==> src/rtl/score_display.sv <==
// Binary score (0-99, saturating) to two BCD digits via double-dabble FSM, driving a
// two-digit multiplexed seven-segment display. Optional macro: LEADING_ZERO_BLANK_EN.
module score_display #(
  parameter int BW      = 7,
  parameter int MUX_DIV = 1024
) (
  input  logic          clk_i,
  input  logic          rst_i,
  input  logic [BW-1:0] value_i,
  output logic [6:0]    seg_o,
  output logic [1:0]    dig_sel_o,
  output logic [3:0]    bcd_tens_o,
  output logic [3:0]    bcd_units_o,
  output logic          valid_o
);

  localparam int SW = (BW > 7) ? BW : 7;
  localparam int CW = $clog2(BW + 1);
  localparam int PW = $clog2(MUX_DIV);

  typedef enum logic [1:0] {IDLE, SHIFT, DONE} state_e;

  state_e          state_q, state_d;
  logic [BW-1:0]   bin_q, bin_d;
  logic [7:0]      scratch_q, scratch_d;
  logic [7:0]      adj;
  logic [CW-1:0]   cnt_q, cnt_d;
  logic [3:0]      tens_q, tens_d;
  logic [3:0]      units_q, units_d;
  logic            valid_q, valid_d;
  logic [PW-1:0]   pre_q, pre_d;
  logic [1:0]      dig_sel_q, dig_sel_d;
  logic [6:0]      seg_q, seg_d;
  logic [SW-1:0]   val_ext;
  logic [SW-1:0]   sat;
  logic [3:0]      digit;

  // Saturation happens before conversion, so an 8-bit scratch always suffices.
  assign val_ext = SW'(value_i);
  assign sat     = (val_ext > SW'(99)) ? SW'(99) : val_ext;

  function automatic logic [6:0] decode(input logic [3:0] d);
    case (d)
      4'd0:    decode = 7'h3F;
      4'd1:    decode = 7'h06;
      4'd2:    decode = 7'h5B;
      4'd3:    decode = 7'h4F;
      4'd4:    decode = 7'h66;
      4'd5:    decode = 7'h6D;
      4'd6:    decode = 7'h7D;
      4'd7:    decode = 7'h07;
      4'd8:    decode = 7'h7F;
      4'd9:    decode = 7'h6F;
      default: decode = 7'h00;
    endcase
  endfunction

  always_ff @(posedge clk_i or posedge rst_i) begin
    if (rst_i) state_q <= IDLE;
    else       state_q <= state_d;
  end

  always_comb begin
    state_d = state_q;
    case (state_q)
      IDLE:    state_d = SHIFT;
      SHIFT:   if (cnt_q == CW'(BW - 1)) state_d = DONE;
      DONE:    state_d = IDLE;
      default: state_d = IDLE;
    endcase
  end

  always_comb begin
    bin_d     = bin_q;
    scratch_d = scratch_q;
    cnt_d     = cnt_q;
    tens_d    = tens_q;
    units_d   = units_q;
    valid_d   = 1'b0;
    adj[3:0]  = (scratch_q[3:0] >= 4'd5) ? scratch_q[3:0] + 4'd3 : scratch_q[3:0];
    adj[7:4]  = (scratch_q[7:4] >= 4'd5) ? scratch_q[7:4] + 4'd3 : scratch_q[7:4];
    case (state_q)
      IDLE: begin
        bin_d     = sat[BW-1:0];
        scratch_d = 8'h00;
        cnt_d     = '0;
      end
      SHIFT: begin
        {scratch_d, bin_d} = {adj, bin_q} << 1;
        cnt_d              = cnt_q + CW'(1);
      end
      DONE: begin
        tens_d  = scratch_q[7:4];
        units_d = scratch_q[3:0];
        valid_d = 1'b1;
      end
      default: ;
    endcase
  end

  // Segment pattern follows the digit selected on the same edge so seg and select never skew.
  always_comb begin
    pre_d     = (pre_q == PW'(MUX_DIV - 1)) ? '0 : pre_q + PW'(1);
    dig_sel_d = (pre_q == PW'(MUX_DIV - 1)) ? {dig_sel_q[0], dig_sel_q[1]} : dig_sel_q;
    digit     = dig_sel_d[1] ? tens_q : units_q;
    seg_d     = decode(digit);
`ifdef LEADING_ZERO_BLANK_EN
    if (dig_sel_d[1] && (tens_q == 4'd0)) seg_d = 7'h00;
`endif
  end

  always_ff @(posedge clk_i or posedge rst_i) begin
    if (rst_i) begin
      bin_q     <= '0;
      scratch_q <= 8'h00;
      cnt_q     <= '0;
      tens_q    <= 4'd0;
      units_q   <= 4'd0;
      valid_q   <= 1'b0;
      pre_q     <= '0;
      dig_sel_q <= 2'b01;
      seg_q     <= 7'h00;
    end else begin
      bin_q     <= bin_d;
      scratch_q <= scratch_d;
      cnt_q     <= cnt_d;
      tens_q    <= tens_d;
      units_q   <= units_d;
      valid_q   <= valid_d;
      pre_q     <= pre_d;
      dig_sel_q <= dig_sel_d;
      seg_q     <= seg_d;
    end
  end

  assign seg_o       = seg_q;
  assign dig_sel_o   = dig_sel_q;
  assign bcd_tens_o  = tens_q;
  assign bcd_units_o = units_q;
  assign valid_o     = valid_q;

endmodule
==> config.mk <==
export PLATFORM = sky130hd
export DESIGN_NAME = score_display
export DESIGN_NICKNAME = d
export VERILOG_FILES = /design/src/rtl/score_display.sv
export SDC_FILE = /design/constraint.sdc
export NUM_CORES = 1
export LEC_CHECK = 0
export BUFFER_PORTS_ARGS = -buffer_cell sky130_fd_sc_hd__buf_2
export CAP_MARGIN = 25
export CORE_UTILIZATION = 25
export DETAILED_ROUTE_END_ITERATION = 6
export GPL_ROUTABILITY_DRIVEN = 0
export GPL_TIMING_DRIVEN = 0
export MAX_ROUTING_LAYER = met4
export PLACE_DENSITY_LB_ADDON = 0.25
export SYNTH_ARGS = -nofsm -noshare
export SYNTH_HDL_FRONTEND = slang
export SYNTH_SLANG_ARGS = --single-unit
export TNS_END_PERCENT = 1
==> constraint.sdc <==
create_clock -name clk_i -period 5.1 [get_ports clk_i]
set_clock_uncertainty 0.2 [all_clocks]
set_input_delay 0.255 -clock clk_i [delete_from_list [all_inputs] [get_ports clk_i]]
set_output_delay 0.255 -clock clk_i [all_outputs]
set_load 0.1 [all_outputs]
## After elaboration in Yosys (flattened, before gate mapping)

Memories as Yosys holds them, arrays and structs flattened. A register that Yosys moved wholly into a read port is not among the register bits.
Cells that the tools add are included.

- Flip-flop bits (word level): 41
- Memory bits (read-only): 112
- Bits of input ports: 9
- Output and inout port bits: 18
- Word-level logic and storage cells: 37
- Memories: 1

Memory list:

| name | depth | width | rd ports | clocked after Yosys merged registers in | write ports | RTL line | RTL |
|---|---|---|---|---|---|---|---|
| (no name shown) | 16 | 7 | 1 | 1 | 0 | 43 | `case (d)` |

- Add/sub/neg operators: 4
- Magnitude comparators: 3
- Eq/ne operators: 5
- Multiplexer cells: 12
- Reduce and logical (&&, ||, !) cells: 2

Operators with widths:

| operator | number |
|---|---|
| $pmux 8 s2 | 1 |
| $pmux 7 s2 | 1 |
| $add 10x1->10 const B | 1 |
| $eq 10x10->1 const B | 1 |
| $mux 10 | 1 |
| $ge 4x3->1 const B | 2 |
| $mux 4 | 2 |
| $gt 7x7->1 const B | 1 |
| $mux 7 | 1 |
| $pmux 3 s2 | 1 |
| $add 4x2->4 const B | 1 |
| $mux 2 | 2 |
| $pmux 2 s2 | 1 |
| $add 3x1->3 const B | 1 |
| $add 3x2->3 const B | 1 |
| $eq 3x3->1 const B | 1 |
| $mux 3 | 1 |
| $eq 2x1->1 const B | 1 |
| $eq 2x2->1 const B | 1 |
| $logic_not 2->1 | 1 |
| $ne 2x2->1 const B | 1 |
| $reduce_bool 2->1 | 1 |
| $mux 1 | 1 |

## Depth between registers and ports, before layout

Gate-level depths: netlist of the first run.

- Word-level depth: 3
- Gate-level depth with buffers: 11
- Mapped depth without buffers: 11

## Worst setup path before layout of the first run

OpenSTA, ideal clock, no wires.

- Path kind: reg-to-reg
- Start: register pre_q[0]
- End: register seg_q[1] (netlist: seg_o[1])
- Library setup time: 0.122 ns
- Data arrival time: 2.760 ns
- Required time: 4.778 ns
- Path slack: 2.018 ns
- Cell stages (with the launch flop): 11
- Path buffers: 1
- Period minus slack after synthesis: 3.082 ns
- Cells stage by stage: dfrtp_1 ha_1 nand3_1 nor4_4 mux2i_1 buf_6 mux2i_2 inv_2 ha_1 o21ai_0 a32o_1

- Longest elaborated chain between the ends: 3

RTL lines:

| what | RTL line | RTL |
|---|---|---|
| start, declared | 31 | `logic [PW-1:0] pre_q, pre_d;` |
| start signal, assigned | 130 | `pre_q <= pre_d;` |
| $eq 10x10->1 | 104 | `dig_sel_d = (pre_q == PW'(MUX_DIV - 1)) ? {dig_sel_q[0], dig_sel_q[1]} : dig_sel_q;` |
| $mux 2 | 104 |  |
| $mux 4 | 105 | `digit = dig_sel_d[1] ? tens_q : units_q;` |
| end, declared | 33 | `logic [6:0] seg_q, seg_d;` |

No other way between the ends.
A chain may end at the register's enable or synchronous reset.

## Worst setup path after layout of the first run

Ends and elaborated chain as after synthesis.

==> key figures, run 1 <==
Run status
  • Status: finished, final reports clean

Logic synthesis
  • Post-synthesis net count: between 200 and 300
  • Mapped Avg Cell Area: around 10 um2
  • Leading register cell type out of synthesis: dfrtp_1
  • Number of synthesized flops with an enable pin: 0
  • Cell with the most instances after synthesis: dfrtp_1
  • Share of synthesized registers carrying an async set or reset: 1.000
  • Leading post-synthesis cells by instance count: dfrtp_1, nand2_1, o21ai_0
  • Top post-synthesis cells by area: dfrtp_1, ha_1, o21ai_0, mux2_2, mux2i_1
  • Number of instances in the synthesized netlist: ~240
  • Number of distinct library cells after synthesis: 37
  • Share of Yosys cell area claimed by the top area cell type: 0.4793
  • FF+latch count, synth: 48
  • Post-synth design cell area: 0.002454 mm2
  • Sequential element share of the synthesized area: 0.4901
  • Yosys Warn Count: 0
  • Largest area contributor in the netlist: dfrtp_1

Worst setup path
  • Count of buffering cells on the critical path with inverters included: 2
  • Setup CP Type: reg2reg
  • Critical path fanouts, max: 10
  • Kind of start point of the critical path: register
  • Endpoint class of the critical path: register
  • Data arrival at the endpoint of the critical path: ~3.6 ns
  • Delay of the slowest critical-path stage: roughly 0.65 ns
  • Family of cells with the greatest summed delay on the critical path: multiplexers
  • Critical path's slowest cell: mux2i_1
  • Worst path cell trace: ha_1, nand3_1, nor4_4, mux2i_1, buf_6, mux2i_2, inv_2, ha_1, o21ai_0, a32o_1
  • Most common cell type on the critical path: ha_1
  • Req. time, crit path: 5.09 ns

Route
  • Overall via count from detail_route: ~1,800
  • Pre-antenna DRT Iters: 4
  • Detailed Route Iter0 Violations: 37
  • Vias/cell: between 4 and 5
  • Post-detailed-route DRC marker count: 0
  • Routed WL: about 4700 um
  • Count of nets left with antenna violations after detail routing: 0
  • Average routed wire per standard cell: around 12 um

Global route
  • First-pass GRT wire length: around 8300 um
  • Global-route usage over all layers: 0.1075
  • Via count of the first global-routing pass: between 1,500 and 2,000
  • Maximum number of pins on one net before global-route repair: 29
  • Initial antenna violation count: 0
  • Congestion Overflow GR: 0

Pwr
  • Clock power share: 0.181
  • P_int: ~0.66 mW
  • Share of total power consumed by net switching: 0.4950
  • Relative contribution of combinational cells to total power: 0.458
  • Switching power: between 0.6 and 0.7 mW
  • Lkg Pwr: about 1.3 nW
  • Sequential share of power: 0.361
  • Largest voltage drop on the vdd net: 184.7 uV
  • Pwr Density: roughly 460 mW/mm2

CTS
  • Number of buffers inserted to repair setup after CTS: 0
  • Clock net sink count: 48
  • Clock tree buffer depth: 2
  • H-tree Lvls: 2
  • Clock latency reported for the late side of the worst-skew pair: about 0.30 ns
  • Clock tree from TritonCTS: yes
  • Clock root buffer master: clkbuf_8
  • Post-CTS clock slew at the launch and capture registers of the worst setup and hold paths: roughly 0.090 ns
  • TritonCTS buffer count: 5

Die
  • Overall die area: slightly above 0.01 mm2
  • Horizontal die dimension: 101.1 um
  • Standard-cell rows: 35
  • Count of boundary I/O pins: 27
  • Initial core utilization: 0.2618
  • Std-Cell Core Area: roughly 0.0094 mm2
  • Die Span Y: between 100 and 150 um

Run
  • Number of maximum-capacitance constraint violations: 0

Min path
  • Path class of the lowest-slack min-delay path: in2reg

Finish
  • Fraction of layout cells with a size suffix above 1: 0.1841
  • Antenna diode count: 0
  • Growth of design area from synthesis to finish: 16.93%
  • Number of nets in the finished design: approximately 300

STA
  • Actual transition at the worst max-transition pin: 0.6623 ns
  • Max-slew violation total from the final report: 0
  • Post-route setup TNS: 0 ns
  • Highest achievable clock rate: between 0.2 and 0.3 GHz
  • Remaining max-slew budget at the tightest pin: 0.5459
  • Post-layout min period: around 3.6 ns
  • Fraction of the cycle the final worst path needs: 0.7080
  • Final worst setup slack: between 1 and 1.5 ns
  • Count of final setup violators: 0
  • Unrepaired setup endpoints after global routing: false
  • Count of final hold-check violations: 0

Placed design
  • Total half-perimeter wirelength after legalization and detailed placement: ~3400 um
  • Number of buffer cells added on primary ports: 26
  • Dpl ws: ~1.4 ns
[through the flow]
| stage | hold WS, ns | util | instance area (um2) | cells | total power [mW] |
|---|---|---|---|---|---|
| 6_report | 0.07168 | 0.3061 | 2869 | 406 | 1.315 |
| 5_1_grt | 0.07759 | 0.3061 | 2869 | 406 | 1.390 |
| 4_1_cts | 0.05339 | 0.3061 | 2869 | 406 | 1.336 |
| 3_5_place_dp | 0.1065 | 0.2951 | 2765 | 397 | 1.089 |
| 3_3_place_gp | 0.2672 | 0.2929 | 2745 | 396 | 1.085 |
| 2_1_floorplan | 0.2437 | - | 2454 | 241 | 0.9844 |
[kinds of logic (layout without fill, tap and decap cells)]
family                     count (synthesis)  after routing  synth area share
AOI/OAI and AO/OA                         56             56            0.1356
DFF                                       48             48            0.4901
adders and majority gates                 13             13           0.06629
buffers and inverters                     26             62           0.04283
xor gates and xnor gates                  10             10           0.03569
muxes                                     21             21           0.09332
and+or+nand+nor                           67             67            0.1362
[placed cells by master (no fill, tap or decap), types with 2 or more instances in the layout]
master | synthesis | final
xor2_1 | 4 | 4
o21ai_0 | 24 | 24
mux2i_2 | 2 | 2
clkbuf_1 | 7 | 8
nor3b_1 | 3 | 3
nand2b_1 | 7 | 7
xnor2_1 | 6 | 6
a211oi_1 | 2 | 2
mux2i_1 | 10 | 10
buf_1 | 2 | 2
ha_1 | 13 | 13
a21oi_1 | 12 | 12
nor2_1 | 18 | 18
nor2b_1 | 6 | 6
clkbuf_8 | 0 | 6
a22o_1 | 2 | 2
buf_2 | 0 | 26
mux2_2 | 9 | 9
o21ai_1 | 3 | 3
dfrtp_1 | 47 | 47
o211ai_1 | 2 | 2
o31ai_1 | 2 | 2
a22oi_1 | 3 | 3
nand4_1 | 2 | 2
or3_1 | 2 | 2
nand3_1 | 2 | 2
inv_1 | 15 | 14
inv_2 | 1 | 2
nand2_1 | 25 | 25
[worst paths after layout]
path / startpoint / to / slack, ns / cells past startpoint
max: pre_q[0]$_DFF_PP0_ / seg_o[1]$_DFF_PP0_ / 1.49 / 10
max in group asynchronous: rst_i / bin_q[0]$_DFFE_PP0P_ / 3.86 / 4
max reg2reg: pre_q[0]$_DFF_PP0_ / seg_o[1]$_DFF_PP0_ / 1.49 / 10
min in group asynchronous: rst_i / valid_o$_DFF_PP0_ / 0.31 / 3
min reg2reg: bin_q[6]$_DFFE_PP0P_ / bin_q[6]$_DFFE_PP0P_ / 0.29 / 2
min: value_i[4] / bin_q[4]$_DFFE_PP0P_ / 0.07 / 3
[flip-flops by register name (all words and copies together), names as in the netlist]
signal       flops
bcd_tens_o       4
bcd_units_o      4
bin_q            7
cnt_q            3
dig_sel_o        2
pre_q           10
scratch_q        8
seg_o            7
state_q          2
valid_o          1
[routing by layer]
| metal | part of all wire | vias up | routed length, um | GRT usage |
|---|---|---|---|---|
| met2 | 0.45 | 32 | 2141 | 0.1606 |
| met4 | 0.011 | 0 | 51 | 0.04013 |
| li1 | - | 896 | - | - |
| met3 | 0.038 | 4 | 181 | 0.02705 |
| met1 | 0.50 | 843 | 2371 | 0.1398 |
| met5 | 0 | - | 0 | - |
[layout make-up]
type	count	area [um2]
Tap cell	129	161.4
Multi-Input combinational cell	167	1146
Buffer	10	45.04
Fill cell	1009	6502
Timing Repair Buffer	28	160.2
Sequential cell	48	1202
Clock buffer	7	86.33
Clock inverter	1	7.507
Inverter	16	60.06
[power groups by stage]
stage          logic [mW]  registers, mW  clock network [mW]
6_report            0.603          0.475               0.237
5_1_grt             0.640          0.486               0.264
4_1_cts             0.607          0.476               0.253
3_5_place_dp        0.605          0.483                   0
3_3_place_gp        0.601          0.484                   0
2_1_floorplan       0.158          0.827                   0
[worst min-delay path, cell delays in order]
cell,delay [ns]
buf_2,0.09
a22oi_1,0.05
o21ai_0,0.14
[timing repair]
item                      4_1_cts  5_1_grt
gates resized for setup         0        0
hold endpoints to repair       19        0
hold buffers                    1        0
Note: power is estimated with default switching activity, not from simulation.
==> run 2, diff against run 1 <==
==> constraint.sdc (replaced) <==
create_clock -name clk_i -period 2.9 [get_ports clk_i]
set_clock_uncertainty 0.2 [all_clocks]
set_input_delay 0.145 -clock clk_i [delete_from_list [all_inputs] [get_ports clk_i]]
set_output_delay 0.145 -clock clk_i [all_outputs]
set_load 0.1 [all_outputs]
==> run 2 against run 1 <==
  * Power grew 79%
  * Critical endpoint is now seg_o[0]$_DFF_PP0_
  * The run now ends with setup timing left
  * Combinational power grew 82%
  * Largest power group unchanged
  * Global-route usage up 0.52 points
  * Critical path depth grew 1
  * Via count grew 4.1%
  * Highest routed layer unchanged
  * Final area is 7.7% higher
  * Clock-buffer cell count is 2 lower
==> key figures, run 2 (synthesis results as in run 1) <==
Worst setup path
  • Critical path's slowest cell: dfrtp_1
  • Req. time, crit path: 2.88 ns (-2.21 ns)
  • Critical path depth: 11 (+1)
  • Delay of the slowest critical-path stage: 0.45 ns (-0.20 ns)
  • Critical path capture point: seg_o[0]$_DFF_PP0_
  • Worst reg-to-reg path cell count: 11 (+1)
  • Data arrival at the endpoint of the critical path: 2.89 ns (-0.71 ns)
  • R2r setup slk: -0.007 ns (-1.50 ns)
  • Family of cells with the greatest summed delay on the critical path: multiplexers
  • Startpoint of the most critical register-to-register path: pre_q[0]$_DFF_PP0_
  • Kind of start point of the critical path: register
  • Worst path cell trace: ha_4, nand3_4, nor4_4, mux2i_4, buf_6, mux2i_4, ha_2, nor2b_1, a211oi_1, mux2i_1, o21ai_1
  • Critical path fanouts, max: 4 (-6)
  • Endpoint class of the critical path: register
  • Reg2reg end: seg_o[0]$_DFF_PP0_
  • Setup CP Type: reg2reg
  • Most common cell type on the critical path: mux2i_4
  • Critical Path Source: pre_q[0]$_DFF_PP0_
  • Count of buffering cells on the critical path with inverters included: 1 (-1)

Die
  • Count of boundary I/O pins: 27 (unchanged)
  • Std-Cell Core Area: 0.009371 mm2 (unchanged)
  • Initial core utilization: 0.2618 (unchanged)
  • Standard-cell rows: 35 (unchanged)
  • Die Span Y: 101.1 um (unchanged)
  • Horizontal die dimension: 101.1 um (unchanged)
  • Overall die area: 0.01021 mm2 (unchanged)

Route
  • Count of nets left with antenna violations after detail routing: 0 (unchanged)
  • Average routed wire per standard cell: 11.83 um (+1.2%)
  • Overall via count from detail_route: 1,847 (+4.1%)
  • Routed WL: 5004 um (+5.4%)
  • Detailed Route Iter0 Violations: 81 (+120%)
  • Pre-antenna DRT Iters: 4 (unchanged)
  • Vias/cell: 4.366 (-0.13%)
  • Post-detailed-route DRC marker count: 0 (unchanged)

CTS
  • Clock tree buffer depth: 2 (unchanged)
  • TritonCTS buffer count: 5 (unchanged)
  • Clock tree from TritonCTS: yes
  • Clock root buffer master: clkbuf_8
  • Post-CTS clock slew at the launch and capture registers of the worst setup and hold paths: 0.10 ns (about the same)
  • Clock net sink count: 48 (unchanged)
  • H-tree Lvls: 2 (unchanged)
  • Clock latency reported for the late side of the worst-skew pair: 0.30 ns (about the same)

STA
  • Highest achievable clock rate: 0.3440 GHz (+24%)
  • Final worst setup slack: -0.006932 ns (-1.496 ns)
  • Max-slew violation total from the final report: 0 (unchanged)
  • Remaining max-slew budget at the tightest pin: 0.6612 (+0.1154)
  • Count of final hold-check violations: 0 (unchanged)
  • Post-route setup TNS: -0.006932 ns (-0.006932 ns)
  • Fraction of the cycle the final worst path needs: 1.002 (+0.2944)
  • Post-layout min period: 2.907 ns (-0.7036 ns)
  • Count of final setup violators: 1 (+1)
  • Minimum hold slack: 0.06093 ns (-0.01076 ns)
  • Actual transition at the worst max-transition pin: 0.5081 ns (-0.1541 ns)
  • Unrepaired setup endpoints after global routing: true

Placed design
  • Number of buffer cells added on primary ports: 26 (unchanged)
  • Placed cell count: 397 (unchanged)
  • Area after DPL: 0.002819 mm2 (+1.9%)
  • Total half-perimeter wirelength after legalization and detailed placement: 3455 um (+2.2%)
  • Dpl ws: -0.4842 ns (-1.923 ns)

Pwr
  • Total Power Consumption: 2.356 mW (+79%)
  • Switching power: 1.184 mW (+82%)
  • Pwr Density: 762.3 mW/mm2 (+66%)
  • Relative contribution of combinational cells to total power: 0.468 (+0.010)
  • Sequential share of power: 0.358 (-0.003)
  • Clock power share: 0.175 (-0.006)
  • Largest voltage drop on the vdd net: 481.5 uV (+160%)
  • Lkg Pwr: 1.398 nW (+6.1%)
  • Share of total power consumed by net switching: 0.5025 (+0.007513)
  • P_int: 1.172 mW (+76%)

Finish
  • Commonest non-fill, non-tap cell in the layout: dfrtp_1
  • Largest register by flop count: pre_q
  • Most frequent cells in the layout: dfrtp_1, buf_2, nand2_1
  • Post-route insts no fill: 423 (+4.2%)
  • Finished Core Util: 0.3298 (+0.02363)
  • Growth of design area from synthesis to finish: 25.96%
  • Largest registers: pre_q (10), scratch_q (8)
  • Flip-flop count of the largest register, all copies and words added: 10 (unchanged)
  • Final std cell area, no fill: 0.003090 mm2 (+7.7%)
  • Antenna diode count: 0 (unchanged)
  • Number of nets in the finished design: 315 (+5.7%)
  • Fraction of layout cells with a size suffix above 1: 0.2449 (+0.06078)

Global route
  • Initial antenna violation count: 0 (unchanged)
  • First-pass GRT wire length: 8838 um (+6.7%)
  • Maximum number of pins on one net before global-route repair: 35 (+21%)
  • Congestion Overflow GR: 0 (unchanged)
  • Via count of the first global-routing pass: 1,821 (+6.6%)
  • Global-route usage over all layers: 0.1127 (+0.005205)

Run status
  • Failing checks: setup timing
  • Status: finished with violations

Run
  • Number of maximum-capacitance constraint violations: 0 (unchanged)

Min path
  • Hold Path Stages: 5 (+2)
  • Path class of the lowest-slack min-delay path: in2reg
-- run 2: tightest hold or removal path: stages --
cell	delay [ns]
buf_2	0.08
nor2_1	0.03
nor2_1	0.07
a21oi_1	0.04
o21ai_0	0.15
-- run 2: area by class of cell --
class                   count  area, um2
flip-flops and latches     48       1202
inverters                  16      60.06
plain buffers              10      45.04
repair buffers             45      302.8
well taps                 129      161.4
fillers                   975       6281
clock buffers               5      68.82
multi-input cells         167       1226
clock inverters             3      23.77
-- run 2: repair_timing --
action	CTS	global route
pin swaps	1	4
resized for setup	2	5
hold buffers	7	0
hold endpoints to repair	54	0
setup endpoints to repair	7	6
buffers inserted	2	9
-- run 2: power by group through the flow --
stage	clock network, mW	registers (mW)	logic [mW]
finish	0.412	0.842	1.10
global route	0.455	0.862	1.17
CTS	0.433	0.841	1.10
detailed placement	0	0.855	1.09
global placement	0	0.855	1.08
floorplan	0	1.46	0.294
-- run 2: worst min-delay path by stage --
stage                                end  startpoint
floorplan           bin_q[0]$_DFFE_PP0P_  value_i[0]
global placement    bin_q[2]$_DFFE_PP0P_  value_i[2]
detailed placement    pre_q[2]$_DFF_PP0_       rst_i
CTS                 bin_q[1]$_DFFE_PP0P_  value_i[1]
global route        bin_q[1]$_DFFE_PP0P_  value_i[1]
finish              bin_q[1]$_DFFE_PP0P_  value_i[1]
-- run 2: layer usage --
layer,vias up,share of wire,GRT usage
met5,-,0,-
met4,0,0.0058,0.02341
met3,2,0.033,0.02982
met2,29,0.48,0.1832
met1,890,0.48,0.1408
li1,926,-,-
==> run 3, diff against run 2 <==
--- a/config.mk
+++ b/config.mk
@@ -11,8 +11,10 @@
 export DETAILED_ROUTE_END_ITERATION = 6
 export GPL_ROUTABILITY_DRIVEN = 0
 export GPL_TIMING_DRIVEN = 0
+export HOLD_SLACK_MARGIN = 0.12
 export MAX_ROUTING_LAYER = met4
-export PLACE_DENSITY_LB_ADDON = 0.25
+export PLACE_DENSITY = 0.53
+export SLEW_MARGIN = 40
 export SYNTH_ARGS = -nofsm -noshare
 export SYNTH_HDL_FRONTEND = slang
 export SYNTH_SLANG_ARGS = --single-unit
==> run 3 against run 2 <==
  * The run now ends clean
  * Clock power rose by 23%
  * Flip-flop and latch count did not move
  * Register-to-register slack improved by 0.05 ns
  * Power rose by 6.1%
  * Global-route usage barely moved
  * Fmax rose by 1.9%
  * Worst hold slack improved by 0.065 ns
  * Critical path type unchanged
==> key figures, run 3 (synthesis results as in run 1) <==
Worst setup path
  • Req. time, crit path: 2.93 ns (+0.05 ns)
  • Setup CP Type: reg2reg
  • Endpoint class of the critical path: register
  • Critical path fanouts, max: 5 (+1)
  • Data arrival at the endpoint of the critical path: 2.88 ns (about the same)
  • Kind of start point of the critical path: register

Pwr
  • P_int: 1.297 mW (+11%)
  • Lkg Pwr: 1.450 nW (+3.7%)
  • Switching power: 1.202 mW (+1.6%)
  • Largest voltage drop on the vdd net: 444.5 uV (-7.7%)
  • Pwr Density: 783.2 mW/mm2 (+2.7%)
  • Clock power share: 0.202 (+0.027)
  • Share of total power consumed by net switching: 0.4810 (-0.02154)
  • Sequential share of power: 0.338 (-0.020)
  • Relative contribution of combinational cells to total power: 0.460 (-0.008)

Die
  • Count of boundary I/O pins: 27 (unchanged)
  • Die Span Y: 101.1 um (unchanged)
  • Overall die area: 0.01021 mm2 (unchanged)
  • Std-Cell Core Area: 0.009371 mm2 (unchanged)
  • Standard-cell rows: 35 (unchanged)
  • Horizontal die dimension: 101.1 um (unchanged)
  • Initial core utilization: 0.2618 (unchanged)

Finish
  • Growth of design area from synthesis to finish: 30.09%
  • Flip-flop count of the largest register, all copies and words added: 10 (unchanged)
  • Fraction of layout cells with a size suffix above 1: 0.2633 (+0.01844)
  • Antenna diode count: 0 (unchanged)
  • Largest registers: pre_q (10), scratch_q (8)
  • Most frequent cells in the layout: dfrtp_1, buf_2, nand2_1
  • Commonest non-fill, non-tap cell in the layout: dfrtp_1
  • Largest register by flop count: pre_q
  • Fillers: 995 (+2.1%)
  • Number of nets in the finished design: 321 (+1.9%)

CTS
  • Clock latency reported for the late side of the worst-skew pair: 0.31 ns (about the same)
  • Clock net sink count: 48 (unchanged)
  • Clock tree buffer depth: 2 (unchanged)
  • Post-CTS clock slew at the launch and capture registers of the worst setup and hold paths: 0.10 ns (about the same)
  • Clock root buffer master: clkbuf_8
  • TritonCTS buffer count: 5 (unchanged)
  • H-tree Lvls: 2 (unchanged)
  • Clock tree from TritonCTS: yes

Run status
  • Status: finished, final reports clean

Global route
  • Global-route usage over all layers: 0.1132 (+0.0004564)
  • Congestion Overflow GR: 0 (unchanged)
  • Maximum number of pins on one net before global-route repair: 27 (-23%)
  • Via count of the first global-routing pass: 1,872 (+2.8%)
  • First-pass GRT wire length: 8880 um (+0.48%)
  • Initial antenna violation count: 0 (unchanged)

Placed design
  • Number of buffer cells added on primary ports: 26 (unchanged)
  • Total half-perimeter wirelength after legalization and detailed placement: 3394 um (-1.8%)

STA
  • Post-layout min period: 2.853 ns (-0.05422 ns)
  • Post-route setup TNS: 0 ns (+0.006932 ns)
  • Minimum hold slack: 0.1263 ns (+0.06533 ns)
  • Unrepaired setup endpoints after global routing: true
  • Count of final setup violators: 0 (-1)
  • Actual transition at the worst max-transition pin: 0.5234 ns (+0.01522 ns)
  • Count of final hold-check violations: 0 (unchanged)
  • Remaining max-slew budget at the tightest pin: 0.6511 (-0.01015)
  • Highest achievable clock rate: 0.3505 GHz (+1.9%)
  • Fraction of the cycle the final worst path needs: 0.9837 (-0.01870)
  • Max-slew violation total from the final report: 0 (unchanged)

Route
  • Count of nets left with antenna violations after detail routing: 0 (unchanged)
  • Routed WL: 4997 um (-0.14%)
  • Overall via count from detail_route: 1,884 (+2.0%)
  • Vias/cell: 4.392 (+0.58%)
  • Average routed wire per standard cell: 11.65 um (-1.5%)
  • Pre-antenna DRT Iters: 4 (unchanged)
  • Detailed Route Iter0 Violations: 38 (-53%)
  • Post-detailed-route DRC marker count: 0 (unchanged)

Run
  • Number of maximum-capacitance constraint violations: 0 (unchanged)

Min path
  • Path class of the lowest-slack min-delay path: in2async
-- run 3: what timing repair did --
action                                  CTS  global route
buffers inserted                          2            11
gates resized for setup                   2            13
gates cloned                              0             0
endpoints found under the setup margin    7             6
hold buffers                             11             0
hold endpoints to repair                 55             0
pin swaps                                 1             7
-- run 3: per-stage QoR --
| step | instances | total power [mW] | utilization | setup WS [ns] | cell area, um2 |
|---|---|---|---|---|---|
| after floorplan | 241 | 1.752 | - | -0.06967 | 2507 |
| after global placement | 396 | 1.933 | 0.2987 | -0.5044 | 2799 |
| after detailed placement | 397 | 1.942 | 0.3011 | -0.4697 | 2821 |
| after CTS | 418 | 2.462 | 0.3278 | 0.008073 | 3072 |
| after global routing | 429 | 2.639 | 0.3406 | -0.07928 | 3192 |
| final | 429 | 2.500 | 0.3406 | 0.04729 | 3192 |
-- run 3: path summary, 6_finish.rpt --
check | from | endpoint | slack (ns) | depth (start not counted)
max reg2reg | pre_q[0]$_DFF_PP0_ | seg_o[4]$_DFF_PP0_ | 0.05 | 10
max in group asynchronous | rst_i | bcd_units_o[2]$_DFFE_PP0P_ | 1.92 | 4
min reg2reg | bin_q[6]$_DFFE_PP0P_ | bin_q[6]$_DFFE_PP0P_ | 0.29 | 2
max | pre_q[0]$_DFF_PP0_ | seg_o[4]$_DFF_PP0_ | 0.05 | 10
min | rst_i | pre_q[0]$_DFF_PP0_ | 0.13 | 3
min in group clk_i | bin_q[6]$_DFFE_PP0P_ | bin_q[6]$_DFFE_PP0P_ | 0.29 | 2
-- run 3: metal layers --
layer / routed length (um) / share of wire / vias to the layer above / track usage
li1: - / - / 938 / -
met1: 2428 / 0.49 / 911 / 0.1399
met2: 2386 / 0.48 / 32 / 0.1842
met3: 152 / 0.030 / 3 / 0.02358
met4: 29 / 0.0058 / 0 / 0.03679
met5: 0 / 0 / - / -
-- run 3: area by class of cell --
| type | instances | area (um2) | area share |
|---|---|---|---|
| clock buffers | 5 | 68.82 | 0.02156 |
| repair buffers | 51 | 357.8 | 0.1121 |
| clock inverters | 3 | 46.29 | 0.01450 |
| flip-flops and latches | 48 | 1204 | 0.3771 |
| multi-input cells | 167 | 1246 | 0.3904 |
| plain buffers | 10 | 45.04 | 0.01411 |
| inverters | 16 | 62.56 | 0.01960 |
| well taps | 129 | 161.4 | 0.05057 |
-- run 3: worst max-delay path, stage by stage (launching register included) --
cell and delay, ns:
dfrtp_1 0.44, ha_4 0.17, nand3_4 0.09, nor4_4 0.34, mux2i_4 0.35, buf_6 0.16, mux2i_4 0.27, ha_2 0.26
a21oi_1 0.06, or3_1 0.31, o211ai_1 0.10
-- run 3: power by group through the flow --
stage | sequential (mW) | clock (mW) | combinational, mW
final | 0.845 | 0.505 | 1.15
after detailed placement | 0.857 | 0 | 1.09
after floorplan | 1.46 | 0 | 0.294
after global routing | 0.866 | 0.549 | 1.22
after CTS | 0.843 | 0.522 | 1.10
after global placement | 0.857 | 0 | 1.08
